File: src/rtl/axum_arb_pkg.sv
// Shared definitions for the host arbiter slice.
// - arb_state_e : arbiter FSM states (ARB = free arbitration, HOLD = locked on a stalled winner)
// - id_width()  : host-ID width, $clog2(n) but never less than one bit
package axum_arb_pkg;

    typedef enum logic [0:0] {
        ARB  = 1'b0,
        HOLD = 1'b1
    } arb_state_e;

    function automatic int id_width(input int n);
        return (n > 1) ? $clog2(n) : 1;
    endfunction

endpackage

File: src/rtl/axum_id_fifo.sv
// Small synchronous in-order FIFO used to remember which host owns each
// outstanding request. Reusable for any in-order response tracker.
// Ports:
//   clk, rst          clock, synchronous active-high reset (flushes contents)
//   push, push_data   write an entry (ignored when full)
//   pop               drop the head entry (ignored when empty)
//   head              oldest entry, valid while !empty
//   full, empty       occupancy flags, derived from the registered count
module axum_id_fifo
    import axum_arb_pkg::*;
#(
    parameter int Depth = 2,
    parameter int Width = 1
) (
    input  logic             clk,
    input  logic             rst,
    input  logic             push,
    input  logic [Width-1:0] push_data,
    input  logic             pop,
    output logic [Width-1:0] head,
    output logic             full,
    output logic             empty
);

    localparam int PtrW = (Depth > 1) ? $clog2(Depth) : 1;
    localparam int CntW = $clog2(Depth + 1);
    localparam logic [PtrW-1:0] LastPtr = PtrW'(Depth - 1);
    localparam logic [CntW-1:0] FullCnt = CntW'(Depth);

    logic [Width-1:0] mem [Depth];
    logic [PtrW-1:0]  wr_ptr;
    logic [PtrW-1:0]  rd_ptr;
    logic [CntW-1:0]  count;
    logic             do_push;
    logic             do_pop;

    assign full    = (count == FullCnt);
    assign empty   = (count == CntW'(0));
    assign do_push = push & ~full;
    assign do_pop  = pop & ~empty;
    assign head    = mem[rd_ptr];

    // Storage array; contents need no reset because count gates visibility.
    always_ff @(posedge clk) begin
        if (do_push) begin
            mem[wr_ptr] <= push_data;
        end
    end

    // Pointer and occupancy bookkeeping; simultaneous push and pop keep count.
    always_ff @(posedge clk) begin
        if (rst) begin
            wr_ptr <= '0;
            rd_ptr <= '0;
            count  <= '0;
        end else begin
            if (do_push) begin
                wr_ptr <= (wr_ptr == LastPtr) ? PtrW'(0) : wr_ptr + PtrW'(1);
            end
            if (do_pop) begin
                rd_ptr <= (rd_ptr == LastPtr) ? PtrW'(0) : rd_ptr + PtrW'(1);
            end
            case ({do_push, do_pop})
                2'b10:   count <= count + CntW'(1);
                2'b01:   count <= count - CntW'(1);
                default: count <= count;
            endcase
        end
    end

endmodule

File: src/rtl/axum_host_arb.sv
// Round-robin arbiter sharing one req/gnt/rvalid bus host slot between
// several upstream hosts. A stalled winner is locked until granted, and an
// in-order ID FIFO routes each response back to the host that issued it.
// Ports:
//   clk_i, rst_i               clock, synchronous active-high reset
//   host_*_i / host_*_o        per-host request side (packed per host)
//   dev_*_o / dev_*_i          single downstream host port
//   protocol_err_o             registered one-cycle pulse for a response
//                              arriving with nothing outstanding
module axum_host_arb
    import axum_arb_pkg::*;
#(
    parameter int NrHosts        = 2,
    parameter int DataWidth      = 32,
    parameter int AddressWidth   = 32,
    parameter int MaxOutstanding = 2
) (
    input  logic                                  clk_i,
    input  logic                                  rst_i,
    input  logic [NrHosts-1:0]                    host_req_i,
    output logic [NrHosts-1:0]                    host_gnt_o,
    input  logic [NrHosts-1:0][AddressWidth-1:0]  host_addr_i,
    input  logic [NrHosts-1:0]                    host_we_i,
    input  logic [NrHosts-1:0][DataWidth/8-1:0]   host_be_i,
    input  logic [NrHosts-1:0][DataWidth-1:0]     host_wdata_i,
    output logic [NrHosts-1:0]                    host_rvalid_o,
    output logic [NrHosts-1:0][DataWidth-1:0]     host_rdata_o,
    output logic [NrHosts-1:0]                    host_err_o,
    output logic                                  dev_req_o,
    input  logic                                  dev_gnt_i,
    output logic [AddressWidth-1:0]               dev_addr_o,
    output logic                                  dev_we_o,
    output logic [DataWidth/8-1:0]                dev_be_o,
    output logic [DataWidth-1:0]                  dev_wdata_o,
    input  logic                                  dev_rvalid_i,
    input  logic [DataWidth-1:0]                  dev_rdata_i,
    input  logic                                  dev_err_i,
    output logic                                  protocol_err_o
);

    localparam int IdW = id_width(NrHosts);
    localparam logic [IdW-1:0] LastId = IdW'(NrHosts - 1);

    arb_state_e     state;
    logic [IdW-1:0] rr_ptr;
    logic [IdW-1:0] locked_id;
    logic [IdW-1:0] arb_winner;
    logic [IdW-1:0] winner;
    logic [IdW-1:0] rr_next;
    logic [IdW-1:0] fifo_head;
    logic           fifo_full;
    logic           fifo_empty;
    logic           granted;
    logic           resp_pop;

    // Round-robin search starting at rr_ptr and wrapping past the last host.
    always_comb begin
        logic           found;
        int             idx;
        logic [IdW-1:0] cand;
        found      = 1'b0;
        idx        = 0;
        cand       = '0;
        arb_winner = rr_ptr;
        for (int i = 0; i < NrHosts; i++) begin
            idx  = (int'(rr_ptr) + i) % NrHosts;
            cand = IdW'(idx);
            if (!found && host_req_i[cand]) begin
                found      = 1'b1;
                arb_winner = cand;
            end else begin
                found = found;
            end
        end
    end

    // A stalled winner keeps the slot regardless of other requests.
    assign winner  = (state == HOLD) ? locked_id : arb_winner;
    assign rr_next = (winner == LastId) ? IdW'(0) : winner + IdW'(1);

    // Full is the registered flag, so a same-cycle pop cannot free a slot.
    assign dev_req_o   = ~rst_i & host_req_i[winner] & ~fifo_full;
    assign granted     = dev_req_o & dev_gnt_i;
    assign resp_pop    = ~rst_i & dev_rvalid_i & ~fifo_empty;
    assign dev_addr_o  = host_addr_i[winner];
    assign dev_we_o    = host_we_i[winner];
    assign dev_be_o    = host_be_i[winner];
    assign dev_wdata_o = host_wdata_i[winner];

    // One-hot grant to the winner and response valid to the FIFO head owner.
    always_comb begin
        host_gnt_o    = '0;
        host_rvalid_o = '0;
        host_rdata_o  = '0;
        host_err_o    = '0;
        for (int h = 0; h < NrHosts; h++) begin
            host_gnt_o[h]    = granted & (winner == IdW'(h));
            host_rvalid_o[h] = resp_pop & (fifo_head == IdW'(h));
            host_rdata_o[h]  = dev_rdata_i;
            host_err_o[h]    = dev_err_i;
        end
    end

    // Arbiter FSM, round-robin pointer and the spurious-response pulse.
    always_ff @(posedge clk_i) begin
        if (rst_i) begin
            state          <= ARB;
            rr_ptr         <= '0;
            locked_id      <= '0;
            protocol_err_o <= 1'b0;
        end else begin
            protocol_err_o <= dev_rvalid_i & fifo_empty;
            case (state)
                ARB: begin
                    if (dev_req_o && !dev_gnt_i) begin
                        state     <= HOLD;
                        locked_id <= arb_winner;
                    end else begin
                        state <= ARB;
                    end
                end
                HOLD: begin
                    if (granted) begin
                        state <= ARB;
                    end else begin
                        state <= HOLD;
                    end
                end
                default: state <= ARB;
            endcase
            if (granted) begin
                rr_ptr <= rr_next;
            end else begin
                rr_ptr <= rr_ptr;
            end
        end
    end

    axum_id_fifo #(
        .Depth (MaxOutstanding),
        .Width (IdW)
    ) u_id_fifo (
        .clk       (clk_i),
        .rst       (rst_i),
        .push      (granted),
        .push_data (winner),
        .pop       (resp_pop),
        .head      (fifo_head),
        .full      (fifo_full),
        .empty     (fifo_empty)
    );

endmodule

File: config.mk
export PLATFORM = sky130hd
export DESIGN_NAME = axum_host_arb
export DESIGN_NICKNAME = d
export VERILOG_FILES = /design/src/rtl/axum_arb_pkg.sv /design/src/rtl/axum_id_fifo.sv /design/src/rtl/axum_host_arb.sv
export SDC_FILE = /design/constraint.sdc
export NUM_CORES = 1
export LEC_CHECK = 0
export ABC_AREA = 1
export CAP_MARGIN = 15
export CORE_AREA = 2 2 124 126
export CTS_BUF_LIST = sky130_fd_sc_hd__clkbuf_4 sky130_fd_sc_hd__clkbuf_8
export CTS_CLUSTER_DIAMETER = 60
export CTS_CLUSTER_SIZE = 10
export DETAILED_ROUTE_END_ITERATION = 7
export DIE_AREA = 0 0 126 128
export PLACE_DENSITY = 0.54
export SETUP_SLACK_MARGIN = 0.15
export SYNTH_ARGS = -nofsm -noshare
export SYNTH_HDL_FRONTEND = slang
export SYNTH_SLANG_ARGS = --single-unit
File: constraint.sdc
create_clock -name clk_i -period 1.8 [get_ports clk_i]
set_clock_uncertainty 0.15 [all_clocks]
set_input_delay 0.54 -clock clk_i [delete_from_list [all_inputs] [get_ports clk_i]]
set_output_delay 0.54 -clock clk_i [all_outputs]
set_load 0.05 [all_outputs]
Yosys cells after proc, flatten, opt, wreduce, memory -nomap -nowiden
Memory sizes are Yosys's and may differ from the RTL's. A register that Yosys moved wholly into a read port is not among the register bits.
Cells that the tools add are included.

storage, ports and cells
  register bits after elaboration = 8
  memory bits (writable) = 2
  bits of input ports = 177
  output and inout port bits = 141
  logic and storage cells = 73
  memories = 1

memories
  name           words  width  rd ports  clocked after Yosys merged registers in  wr ports  RTL line            RTL
  u_id_fifo.mem  2      1      1         1                                        1         axum_id_fifo.sv:30  logic [Width-1:0] mem [Depth];

operators by class
  $add $sub $neg = 6
  order comparisons = 3
  equal/unequal tests = 3
  muxes and demuxes = 28
  bitwise logic cells = 18
  reductions and logical operators = 7

operator list
  kind                                                number
  2-to-1 mux 32 bit                                   4
  2-to-1 mux 1 bit                                    20
  bitwise AND 1 bit                                   12
  2-to-1 mux 4 bit                                    2
  < comparator 1 x 2 -> 1 bit, second input constant  3
  inverter 1 bit                                      6
  adder 1 bit, second input constant                  4
  == test 2 bit, second input constant                2
  one-hot mux 2 bit (2 select lines)                  1
  adder 2 x 1 -> 2 bit, second input constant         1
  == test 2 x 1 -> 1 bit, second input constant       1
  logical AND 1 bit                                   2
  zero test 1 bit                                     2
  zero test 2 bit                                     1
  one-hot mux 1 bit (2 select lines)                  1
  AND reduction 2 bit                                 1
  nonzero test 2 bit                                  1
  subtractor 2 x 1 -> 2 bit, second input constant    1

Depth between registers and ports, before layout
  depth in word-level cells = 15
  depth in mapped cells = 11
  gate-level depth less buffers = 11

By module
Synthesis repeated with hierarchy kept, for this count alone.

second synthesis, totals
  cell total of the unflattened synthesis = 377
  area, all modules = 1988.2 µm²

modules (own cells, without submodules)
  module         times used  cells an instance  area each (µm²)  seq. area each (µm²)
  axum_host_arb  1           334                1644.1           80.1
  axum_id_fifo   1           43                 344.1            160.2

Least setup slack after synthesis
No wires, ideal clock.

  kind = input to output
  from = input host_req_i[1]
  to = output host_gnt_o[0]
  arrival = 1.688 ns
  required time = 1.110 ns
  slack = -0.578 ns
  stages = 7
  path buffers = 0
  path through = nand2_1 nand2_1 nand3_2 nand2_4 nand2_2 nand4_4 nor2_1

on the way
  longest elaborated chain between the ends = 13
  elaborated cells between the ends (all ways) = 16
  those cells by class = 9 x mux; 5 x bitwise; 2 x reduce/logical

RTL lines
  item                                                  RTL line             RTL
  start, declared                                       axum_host_arb.sv:20  input logic [NrHosts-1:0] host_req_i,
  2-to-1 mux 1 bit (not written as such) (2 in series)  axum_host_arb.sv:68  if (!found && host_req_i[cand]) begin
  2-to-1 mux 1 bit                                      axum_host_arb.sv:68
  zero test 1 bit                                       axum_host_arb.sv:68
  logical AND 1 bit                                     axum_host_arb.sv:68
  2-to-1 mux 1 bit                                      axum_host_arb.sv:68
  2-to-1 mux 1 bit                                      axum_host_arb.sv:78  assign winner = (state == HOLD) ? locked_id : arb_winner;
  2-to-1 mux 1 bit (not written as such) (2 in series)  axum_host_arb.sv:82  assign dev_req_o = ~rst_i & host_req_i[winner] & ~fifo_full;
  bitwise AND 1 bit (2 in series)                       axum_host_arb.sv:82
  bitwise AND 1 bit                                     axum_host_arb.sv:83  assign granted = dev_req_o & dev_gnt_i;
  bitwise AND 1 bit (*)                                 axum_host_arb.sv:97  host_gnt_o[h] = granted & (winner == IdW'(h));
  end, declared                                         axum_host_arb.sv:21  output logic [NrHosts-1:0] host_gnt_o,

Every way passes the cells marked *; elsewhere a longest branch is shown, timed or not. The select of a mux whose other input is x is not followed.

Worst setup path in the final report
  from = input host_req_i[1]
  to = output dev_addr_o[3]

on the way
  longest elaborated chain between the ends = 9
  elaborated cells between the ends (all ways) = 11
  those cells by class = 9 x mux; 2 x reduce/logical

RTL lines
  item                                                       RTL line             RTL
  2-to-1 mux 1 bit (not written as such) (2 in series)       axum_host_arb.sv:68
  2-to-1 mux 1 bit                                           axum_host_arb.sv:68
  zero test 1 bit                                            axum_host_arb.sv:68
  logical AND 1 bit (*)                                      axum_host_arb.sv:68
  2-to-1 mux 1 bit (*)                                       axum_host_arb.sv:68
  2-to-1 mux 1 bit (*)                                       axum_host_arb.sv:78
  2-to-1 mux 32 bit (not written as such) (*) (2 in series)  axum_host_arb.sv:85  assign dev_addr_o = host_addr_i[winner];
  end, declared                                              axum_host_arb.sv:31  output logic [AddressWidth-1:0] dev_addr_o,

Marks and branches as above.

==> metrics <==
via count 2,956; most frequent cell after synthesis nand2_1; largest fanout on the critical path 8; die area 16,100 um2; CTS tree built; fin crit period 2.50 ns; placed cells 717; Inserted Clock Buffers 3; Yosys cell types 25; Slew HR 81.9%; Peak VDD IR 0.000269 V; initial antenna violation count 0; FFs w/ async S/R, synth 0%; WP data required 1.11 ns; Synth Flop Type dfxtp_1; unrepaired setup endpoints after global routing yes; hold path cells 1; final cell count without fillers 763; top cells by area, synth nand2_1, buf_4, dfxtp_1; RR Startpoint rr_ptr; remaining antenna violation count after routing 0; switching part of the total 45.9%; die width 126 um; Hold Path Class register to register; synthesis-stage register bit count 11; CP arrival 1.81 ns; status finished, violations left; internal reg-to-reg setup slack -0.40 ns; average via count per standard cell 3.87; number of DRC markers in iteration 0 43; Max Clk Rate 400 MHz; Final HPWL DP 7700 um; DRC 0; Clock Tree Buf Depth 2; Slew Viols, Final 0; share of cells above drive strength 1 63.0%; Startpoint Class input pin; CP endpoint dev_addr_o[3]; fin area 7120 um2; min-delay src u_id_fifo.rd_ptr; total routed wirelength 11,500 um; critical path capture point type output pin; Post-DP Area 5490 um2; Yosys top cell by area nand2_1; row cnt 45; # port buffers 218; Mean Syn Cell Area 5.29 um2; reg2reg end u_id_fifo.count[1]; Leak Pwr 3.23 nW; core area 14,900 um2; Die H 128 um; Hold Slack 0.310 ns; Antenna diodes 0; starting density of the core 13.0%; Int Pwr 2.34 mW; post-route clock period utilization 139%; # setup viols final 81; Clock Pin Slew Worst Setup and Hold Paths 0.05 ns; vias in the first global route 3,255; mapped cell area 1940 um2; Sink Count 11; Max-cap violations 0; GP Congestion 0.821; violated checks negative setup slack; worst setup margin -0.701 ns; Worst Max-Slew Pin Slew 0.269 ns; Routed WL per cell 15.1 um; number of enable flip-flop cells after synthesis 2; syn nets 544; Crit. Startpoint host_req_i[1]; final hold vios 0; CTS H-tree lvls 1; PwrDens 607 nW/um2; DRT Pass-1 Iters 4; worst r2r path cells 13; area delta synth->final 268%; Synth top cells by count nand2_1, buf_4, nor2_1; Yosys warning count 0; first-pass GRT wire length 17,500 um; total track usage 13.8%; final core occ 47.9%; clock network power share 5.9%; latest clock arrival within the worst-skew pair 0.23 ns; Final Power 4.33 mW; grt ovf 0; Switch Pwr 1.98 mW; largest net degree at the start of global routing 11; Worst Setup Path Type input pin to output pin; Comb pwr share 87.4%; Seq/Total Area, Yosys 12.4%; fin nets 754; I/O pin cnt 318; Root Driver clkbuf_8; power share of the sequential group 6.7%; cells after synthesis 366; share of the synthesized area in the top cell type 42.7%
cells in the final DEF (no fill, tap or decap), types with 2 or more instances in the layout:
cell type        instances
clkdlybuf4s50_1        139
nand2_4                138
buf_12                  82
nand2_1                 36
nand2_2                 33
buf_4                   23
buf_16                  18
nand2_8                 16
buf_6                   15
inv_1                   10
nor2_1                   9
nor2_4                   7
dfxtp_1                  7
buf_8                    5
a21oi_1                  4
clkbuf_8                 3
inv_12                   2
inv_2                    2
a21oi_2                  2
o21ai_0                  2
clkbuf_4                 2
dfxtp_2                  2
edfxtp_1                 2
worst min path at each step:
stage / slack, ns / endpoint
after floorplan: 0.28 / register
after detailed placement: 0.31 / register
after global routing: 0.33 / u_id_fifo.rd_ptr
final: 0.31 / register
after global placement: 0.28 / u_id_fifo.rd_ptr
after CTS: 0.32 / register
layer usage:
| metal | up-vias | track usage, % | part of all wire, % |
|---|---|---|---|
| met4 | 0 | 2.39 | 0.81 |
| li1 | 1462 | - | - |
| met5 | - | 0 | 0 |
| met1 | 1348 | 14.3 | 33 |
| met2 | 130 | 28.2 | 59 |
| met3 | 16 | 3.26 | 7.8 |
metrics by stage:
stage / TNS, ns / setup WS [ns]
3_5_place_dp: -77.02 / -1.01
2_1_floorplan: -12.60 / -0.225
4_1_cts: -46.42 / -0.705
3_3_place_gp: -75.34 / -0.993
6_report: -46.73 / -0.701
5_1_grt: -50.77 / -0.744
final cells by class:
class	instances	area (um2)
timing repair inverter	1	11.3
timing repair buffer	284	3960
clock buffer	4	48.8
sequential	11	243
multi-input combinational	260	2530
fill	1355	7740
tap	188	235
inverter	15	86.3
power groups by stage:
| stage | clock network [mW] | logic, mW | registers (mW) |
|---|---|---|---|
| floorplan | 0 | 1.88 | 0.296 |
| global placement | 0 | 2.95 | 0.290 |
| detailed placement | 0 | 2.97 | 0.291 |
| CTS | 0.269 | 3.80 | 0.287 |
| global route | 0.280 | 3.94 | 0.290 |
| finish | 0.255 | 3.78 | 0.288 |
timing repair:
action / 4_1_cts / 5_1_grt
endpoints found under the setup margin: 86 / 84
resized for setup: 248 / 20
gates cloned: 18 / 0
hold buffers: 0 / 0
buffers inserted: 22 / 2
hold endpoints to repair: 0 / 0
pin swaps: 23 / 7
worst max-delay path, cell delays in order:
cell and delay [ns]:
buf_6 0.09, buf_8 0.12, inv_6 0.05, nand2_4 0.04, nand3_4 0.11, nand2_8 0.13
buf_6 0.15, buf_12 0.13, buf_16 0.17, nand2_8 0.08, nand2_8 0.05, buf_12 0.14
kinds of logic after synthesis:
family,count (synthesis),synth area share [%]
DFF,11,12.4
AOI/OAI and AO/OA,11,3.43
adders and majority gates,1,0.646
and+or+nand+nor,248,51.1
buffers and inverters,95,32.4
(Power assumes the default switching activity.)
